File: config.mk
export PLATFORM = sky130hd
export DESIGN_NAME = seg_scan_decoder_flat
export DESIGN_NICKNAME = d
export VERILOG_FILES = /design/src/rtl/seg_scan_if.sv /design/src/rtl/seg_scan_decoder.sv /design/src/flat_wrapper.sv
export SDC_FILE = /design/constraint.sdc
export NUM_CORES = 1
export LEC_CHECK = 0
export BUFFER_PORTS_ARGS = -buffer_cell sky130_fd_sc_hd__clkbuf_2
export CAP_MARGIN = 10
export CORE_MARGIN = 1.5
export CORE_UTILIZATION = 30
export CTS_BUF_LIST = sky130_fd_sc_hd__clkbuf_16
export CTS_CLUSTER_SIZE = 28
export DETAILED_ROUTE_END_ITERATION = 16
export PLACE_DENSITY = 0.44
export SETUP_SLACK_MARGIN = 0.05
export SYNTH_ARGS = -nofsm -noshare
export SYNTH_HDL_FRONTEND = slang
export SYNTH_SLANG_ARGS = --single-unit
File: constraint.sdc
create_clock -name clk -period 4 [get_ports clk]
set_input_delay 0.2 -clock clk [delete_from_list [all_inputs] [get_ports clk]]
set_output_delay 0.2 -clock clk [all_outputs]
set_load 0.01 [all_outputs]
File: src/rtl/seg_scan_if.sv
// seg_scan_if: snooped display bus plus the recovered-frame outputs of seg_scan_decoder.
interface seg_scan_if #(parameter int DIGITS = 4);
  logic start;
  logic [7:0] seg_in;
  logic [DIGITS-1:0] dig_in;
  logic [5*DIGITS-1:0] sym_out;
  logic [DIGITS-1:0] dp_out;
  logic [DIGITS-1:0] err_out;
  logic busy;
  logic frame_done;
  logic timeout;
  modport master (
    output start, seg_in, dig_in,
    input sym_out, dp_out, err_out, busy, frame_done, timeout
  );
  modport slave (
    input start, seg_in, dig_in,
    output sym_out, dp_out, err_out, busy, frame_done, timeout
  );
endinterface

File: src/rtl/seg_scan_decoder.sv
// seg_scan_decoder: recovers per-digit symbol and dp codes from a multiplexed 7-segment bus,
// one frame per start request, with a stability filter and a capture timeout.
module seg_scan_decoder #(
  parameter int DIGITS = 4,
  parameter int STABLE = 4,
  parameter int TIMEOUT = 65535
) (
  input logic clk,
  input logic rst_n,
  seg_scan_if.slave bus
);
  localparam logic [0:0] IDLE = 1'b0, CAPTURE = 1'b1;
  localparam int CW = $clog2(STABLE);
  localparam logic [CW-1:0] CNT_TOP = CW'(STABLE - 1);
  function automatic logic [5:0] decode(input logic [6:0] s);
    case (s)
      7'b1111110: decode = 6'd0;
      7'b0110000: decode = 6'd1;
      7'b1101101: decode = 6'd2;
      7'b1111001: decode = 6'd3;
      7'b0110011: decode = 6'd4;
      7'b1011011: decode = 6'd5;
      7'b1011111: decode = 6'd6;
      7'b1110000: decode = 6'd7;
      7'b1111111: decode = 6'd8;
      7'b1111011: decode = 6'd9;
      7'b1110111: decode = 6'd10;
      7'b0011111: decode = 6'd11;
      7'b1001110: decode = 6'd12;
      7'b0111101: decode = 6'd13;
      7'b1001111: decode = 6'd14;
      7'b1000111: decode = 6'd15;
      7'b0110111: decode = 6'd16;
      default:    decode = 6'b111111;
    endcase
  endfunction
  logic [7:0] seg_q, seg_d;
  logic [DIGITS-1:0] dig_q, dig_d;
  logic [CW-1:0] cnt_q, cnt_d;
  logic taken_q, taken_d;
  logic [0:0] state_q, state_d;
  logic [DIGITS-1:0] mask_q, mask_d;
  logic [15:0] timer_q, timer_d;
  logic [5*DIGITS-1:0] sym_q, sym_d;
  logic [DIGITS-1:0] dp_q, dp_d, err_q, err_d;
  logic done_q, done_d, to_q, to_d;
  logic same, acc, full;
  logic [DIGITS-1:0] wr;
  logic [5:0] dec;
  always_comb begin
    seg_d = bus.seg_in;
    dig_d = bus.dig_in;
    same = {bus.seg_in, bus.dig_in} == {seg_q, dig_q};
    // a run is taken once, on the edge that sees STABLE+1 identical samples in a row
    acc = same && cnt_q == CNT_TOP && !taken_q && $onehot(dig_q);
    cnt_d = !same ? '0 : cnt_q == CNT_TOP ? cnt_q : cnt_q + 1'b1;
    taken_d = same && (taken_q || acc);
    wr = (state_q == CAPTURE && acc) ? dig_q & ~mask_q : '0;
    full = &(mask_q | wr);
    mask_d = state_q == IDLE ? '0 : mask_q | wr;
    timer_d = state_q == IDLE ? '0 : timer_q + 1'b1;
    done_d = state_q == CAPTURE && full;
    to_d = state_q == CAPTURE && !full && timer_q == 16'(TIMEOUT - 1);
    state_d = state_q == IDLE ? (bus.start ? CAPTURE : IDLE) : (done_d || to_d) ? IDLE : CAPTURE;
    dec = decode(seg_q[7:1]);
    sym_d = sym_q;
    dp_d = dp_q;
    err_d = err_q;
    for (int i = 0; i < DIGITS; i++) begin
      sym_d[5*i +: 5] = wr[i] ? dec[4:0] : sym_q[5*i +: 5];
      dp_d[i] = wr[i] ? seg_q[0] : dp_q[i];
      err_d[i] = wr[i] ? dec[5] : err_q[i];
    end
  end
  always_ff @(posedge clk or negedge rst_n)
    if (!rst_n) begin
      seg_q <= '0;
      dig_q <= '0;
      cnt_q <= '0;
      taken_q <= 1'b0;
      state_q <= IDLE;
      mask_q <= '0;
      timer_q <= '0;
      sym_q <= '0;
      dp_q <= '0;
      err_q <= '0;
      done_q <= 1'b0;
      to_q <= 1'b0;
    end else begin
      seg_q <= seg_d;
      dig_q <= dig_d;
      cnt_q <= cnt_d;
      taken_q <= taken_d;
      state_q <= state_d;
      mask_q <= mask_d;
      timer_q <= timer_d;
      sym_q <= sym_d;
      dp_q <= dp_d;
      err_q <= err_d;
      done_q <= done_d;
      to_q <= to_d;
    end
  assign bus.sym_out = sym_q;
  assign bus.dp_out = dp_q;
  assign bus.err_out = err_q;
  assign bus.busy = state_q == CAPTURE;
  assign bus.frame_done = done_q;
  assign bus.timeout = to_q;
endmodule

File: src/flat_wrapper.sv
// flat-port wrapper written by rule: the top's interface ports become plain ports
module seg_scan_decoder_flat 
#(
  parameter int DIGITS = 4,
  parameter int STABLE = 4,
  parameter int TIMEOUT = 65535
)
  (clk, rst_n, bus_start, bus_seg_in, bus_dig_in, bus_sym_out, bus_dp_out, bus_err_out, bus_busy, bus_frame_done, bus_timeout);
  seg_scan_if #(.DIGITS(DIGITS)) bus_i ();
  input logic clk;
  input logic rst_n;
  input wire logic [$bits(bus_i.start)-1:0] bus_start;
  input wire logic [$bits(bus_i.seg_in)-1:0] bus_seg_in;
  input wire logic [$bits(bus_i.dig_in)-1:0] bus_dig_in;
  output wire logic [$bits(bus_i.sym_out)-1:0] bus_sym_out;
  output wire logic [$bits(bus_i.dp_out)-1:0] bus_dp_out;
  output wire logic [$bits(bus_i.err_out)-1:0] bus_err_out;
  output wire logic [$bits(bus_i.busy)-1:0] bus_busy;
  output wire logic [$bits(bus_i.frame_done)-1:0] bus_frame_done;
  output wire logic [$bits(bus_i.timeout)-1:0] bus_timeout;
  assign bus_i.start = bus_start;
  assign bus_i.seg_in = bus_seg_in;
  assign bus_i.dig_in = bus_dig_in;
  assign bus_sym_out = bus_i.sym_out;
  assign bus_dp_out = bus_i.dp_out;
  assign bus_err_out = bus_i.err_out;
  assign bus_busy = bus_i.busy;
  assign bus_frame_done = bus_i.frame_done;
  assign bus_timeout = bus_i.timeout;
  seg_scan_decoder #(.DIGITS(DIGITS), .STABLE(STABLE), .TIMEOUT(TIMEOUT)) u_core (.clk(clk), .rst_n(rst_n), .bus(bus_i));
endmodule
==> impl_results.md <==
- Port Buf Inserts: 45
- Skew-Pair Late Insertion Delay: 0.32 ns
- VDD IR max: 235 uV
- Die area: 11,400 sq um
- Row count: 37
- Combinational share of power: 4.3%
- Setup WS post-layout: 0.606 ns
- Type of element launching the critical path: flip-flop
- Final Critical Period: 3.39 ns
- Cell Area, Synth: 3220 sq um
- Overall power: 1720 uW
- Critical path class: reg2reg
- FFs w/ async S/R, synth: 100%
- Seq/Total Area, Yosys: 51.3%
- Max_cap viols: 0
- Worst-Margin Slew: 0.730 ns
- DRC viols: 0
- Initial core utilization: 31.1%
- Syn Inst Count: 294
- Ys flop type: dfrtp_1
- Sw frac: 19.9%
- Total track usage: 14.0%
- Vias in the first global route: 2,302
- Flop pwr share: 40.3%
- Grt total ovfl: 0
- Share of cells above drive strength 1: 25.1%
- Routed wire length per instance: 14.7 um
- Largest net degree at the start of global routing: 39
- Antenna cells: 0
- Leakage: 0.00184 uW
- Final Cycle Share: 84.9%
- # resized after CTS: 0
- DR iter-0 viols: 74
- Power Density: 430 nW/um^2
- FF+latch count, synth: 66
- CP Capture Type: flip-flop
- Synth top area share: 51.3%
- Post-synth EDFFs: 0
- Synth warn: 0
- Max frequency: 295 MHz
- Max-slew violation count: 0
- Core Region: 10,400 sq um
- Fraction of power consumed by the clock network: 55.4%
- Final WL: 7170 um
- DP HPWL: 5070 um
- Via/cell ratio: 4.70
- H-tree Lvls: 3
- Area Growth Syn to Fin: 24.2%
- Clk sink count: 66
- CTS root buf: clkbuf_16
- Pint: 1380 uW
- Filler instances: 1,052
- Pre-CTS setup slack: 0.545 ns
- Critical Path AT: 3.60 ns
- Slew headroom: 50.6%
- Setup TNS: 0 ns
- Sw Pwr: 342 uW
- Post-CTS setup buffer count: 0
- Die Span X: 107 um
- DR pass1 iterations: 4
- CTS Hold Bufs: 6
- Setup-failing EPs final: 0
- Syn_nets: 316
- RD Place Congestion: 0.761
- Initial antenna violation count: 0
- Post-Syn Area per Cell: 11.0 sq um
- Maximum clock insertion buffer count: 2
- Clock slew at reported path FFs: 0.05 ns
- Post-synth cell types: 50
- Crit path max fanout: 9
- Final Skew: 0.00360 ns
- Hold WC Path Type: in2reg
- TritonCTS clock tree: built
- Final hold viol count: 0
- Flop2flop setup slack: 0.61 ns
- RSZ-0062 raised after global routing: false
- Synth area leaders: dfrtp_1, mux2_2, xnor2_1
- Die height: 107 um
- Worst path required time: 4.21 ns
- DR vias: 2,284
- First-pass GRT wire length: 12,100 um
- Routed Antenna Nets: 0
- Status: finished, final reports clean
- Number of clock buffers inserted by TritonCTS: 9
- Top Ports: 46
- Area leader, netlist: dfrtp_1
- Nets: 367
==> cell usage after synthesis, types with 2 or more instances <==
| cell | instances |
|---|---|
| a21boi_0 | 4 |
| a21oi_1 | 7 |
| a31oi_1 | 13 |
| and2_1 | 10 |
| and3_1 | 5 |
| and4_1 | 2 |
| buf_2 | 2 |
| clkbuf_1 | 10 |
| dfrtp_1 | 66 |
| ha_1 | 6 |
| inv_1 | 7 |
| mux2_2 | 15 |
| mux2i_1 | 4 |
| nand2_1 | 16 |
| nand2b_1 | 2 |
| nand3_1 | 10 |
| nand3b_1 | 3 |
| nand4_1 | 4 |
| nor2_1 | 23 |
| nor2b_1 | 10 |
| nor3_1 | 2 |
| nor3b_4 | 3 |
| nor4b_1 | 6 |
| o21ai_0 | 10 |
| o22ai_1 | 2 |
| or3_1 | 5 |
| or3b_2 | 2 |
| or4_1 | 2 |
| xnor2_1 | 15 |
| xor2_1 | 8 |
==> through the flow <==
| step | cells | hold WS [ns] | area (sq um) | util (%) |
|---|---|---|---|---|
| 2_1_floorplan | 294 | -0.0956 | 3220 | - |
| 3_3_place_gp | 464 | 0.305 | 3570 | 34.4 |
| 3_5_place_dp | 464 | 0.303 | 3570 | 34.4 |
| 4_1_cts | 486 | 0.000477 | 4000 | 38.6 |
| 5_1_grt | 486 | 0.00348 | 4000 | 38.6 |
| 6_report | 486 | 0.0132 | 4000 | 38.6 |
==> area by class of cell <==
class	instances	area (sq um)	share of cell area, %
Tap cell	136	170	4.26
Sequential cell	66	1650	41.3
Inverter	7	26.3	0.657
Clock inverter	7	141	3.54
Timing Repair Buffer	53	300	7.51
Multi-Input combinational cell	208	1480	37.1
Clock buffer	9	225	5.63
==> cells by family (layout without fill, tap and decap cells) <==
kind of cell,Yosys count,count (layout),share of synthesized area [%]
buf+inv,20,76,2.64
fa+ha+maj,7,7,2.95
mux,19,19,6.49
xor+xnor,23,23,6.26
compound gates,44,44,8.43
simple gates,115,115,22.0
flops,66,66,51.3
==> layout by cell type, fill, tap and decap left out, types with 4 or more instances in the layout <==
cell           count
mux2_2            15
or3_1              5
xnor2_1           15
o21ai_0           10
clkbuf_16          9
and2_1            10
nand3_1           10
a21oi_1            7
xor2_1             8
and3_1             5
dfrtp_1           66
nor2b_1           10
nand2_1           16
nor2_1            23
clkbuf_2          44
bufinv_16          4
nand4_1            4
nor4b_1            6
mux2i_1            4
a31oi_1           13
a21boi_0           4
ha_1               6
dlygate4sd3_1      6
inv_1              7
==> critical path: stages (launching register included) <==
cell,delay [ns]
dfrtp_1,0.43
ha_1,0.30
ha_1,0.19
fa_1,0.41
and4bb_2,0.31
nand3b_1,0.09
or4b_1,0.63
nor3b_4,0.51
mux2_2,0.39
==> power groups by stage <==
stage          sequential [uW]  combinational (uW)  clock (uW)
3_5_place_dp               704                72.8           0
6_report                   692                74.0         953
5_1_grt                    694                86.5        1010
4_1_cts                    692                77.1         988
3_3_place_gp               704                72.8           0
2_1_floorplan              691                47.4           0
==> state kept, by name, summed over array words and instances, names as in the netlist <==
| register | flops |
|---|---|
| u_core.bus.busy | 1 |
| u_core.bus.frame_done | 1 |
| u_core.taken_q | 1 |
| u_core.dig_q | 4 |
| u_core.bus.timeout | 1 |
| u_core.bus.sym_out | 20 |
| u_core.cnt_q | 2 |
| u_core.bus.dp_out | 4 |
| u_core.seg_q | 8 |
| u_core.mask_q | 4 |
| u_core.bus.err_out | 4 |
| u_core.timer_q | 16 |
==> metal layers <==
| metal | track usage [%] | wire (um) | vias up |
|---|---|---|---|
| met3 | 3.34 | 193 | 8 |
| met1 | 18.2 | 3370 | 1083 |
| met5 | 0 | 0 | - |
| met2 | 22.5 | 3490 | 42 |
| met4 | 5.14 | 113 | 0 |
| li1 | - | - | 1151 |
==> worst paths after layout <==
path | from | endpoint | cells past startpoint
setup / recovery | u_core.dig_q[1]$_DFF_PN0_ | u_core.bus.sym_out[15]$_DFFE_PN0P_ | 8
hold / removal | bus_seg_in[1] | u_core.seg_q[1]$_DFF_PN0_ | 1
setup reg to reg | u_core.dig_q[1]$_DFF_PN0_ | u_core.bus.sym_out[15]$_DFFE_PN0P_ | 8
hold reg to reg | u_core.timer_q[0]$_DFF_PN0_ | u_core.timer_q[0]$_DFF_PN0_ | 1
max in group asynchronous | rst_n | u_core.timer_q[13]$_DFF_PN0_ | 3
min in group asynchronous | rst_n | u_core.seg_q[2]$_DFF_PN0_ | 2
Power figures use the tool's default switching activity.
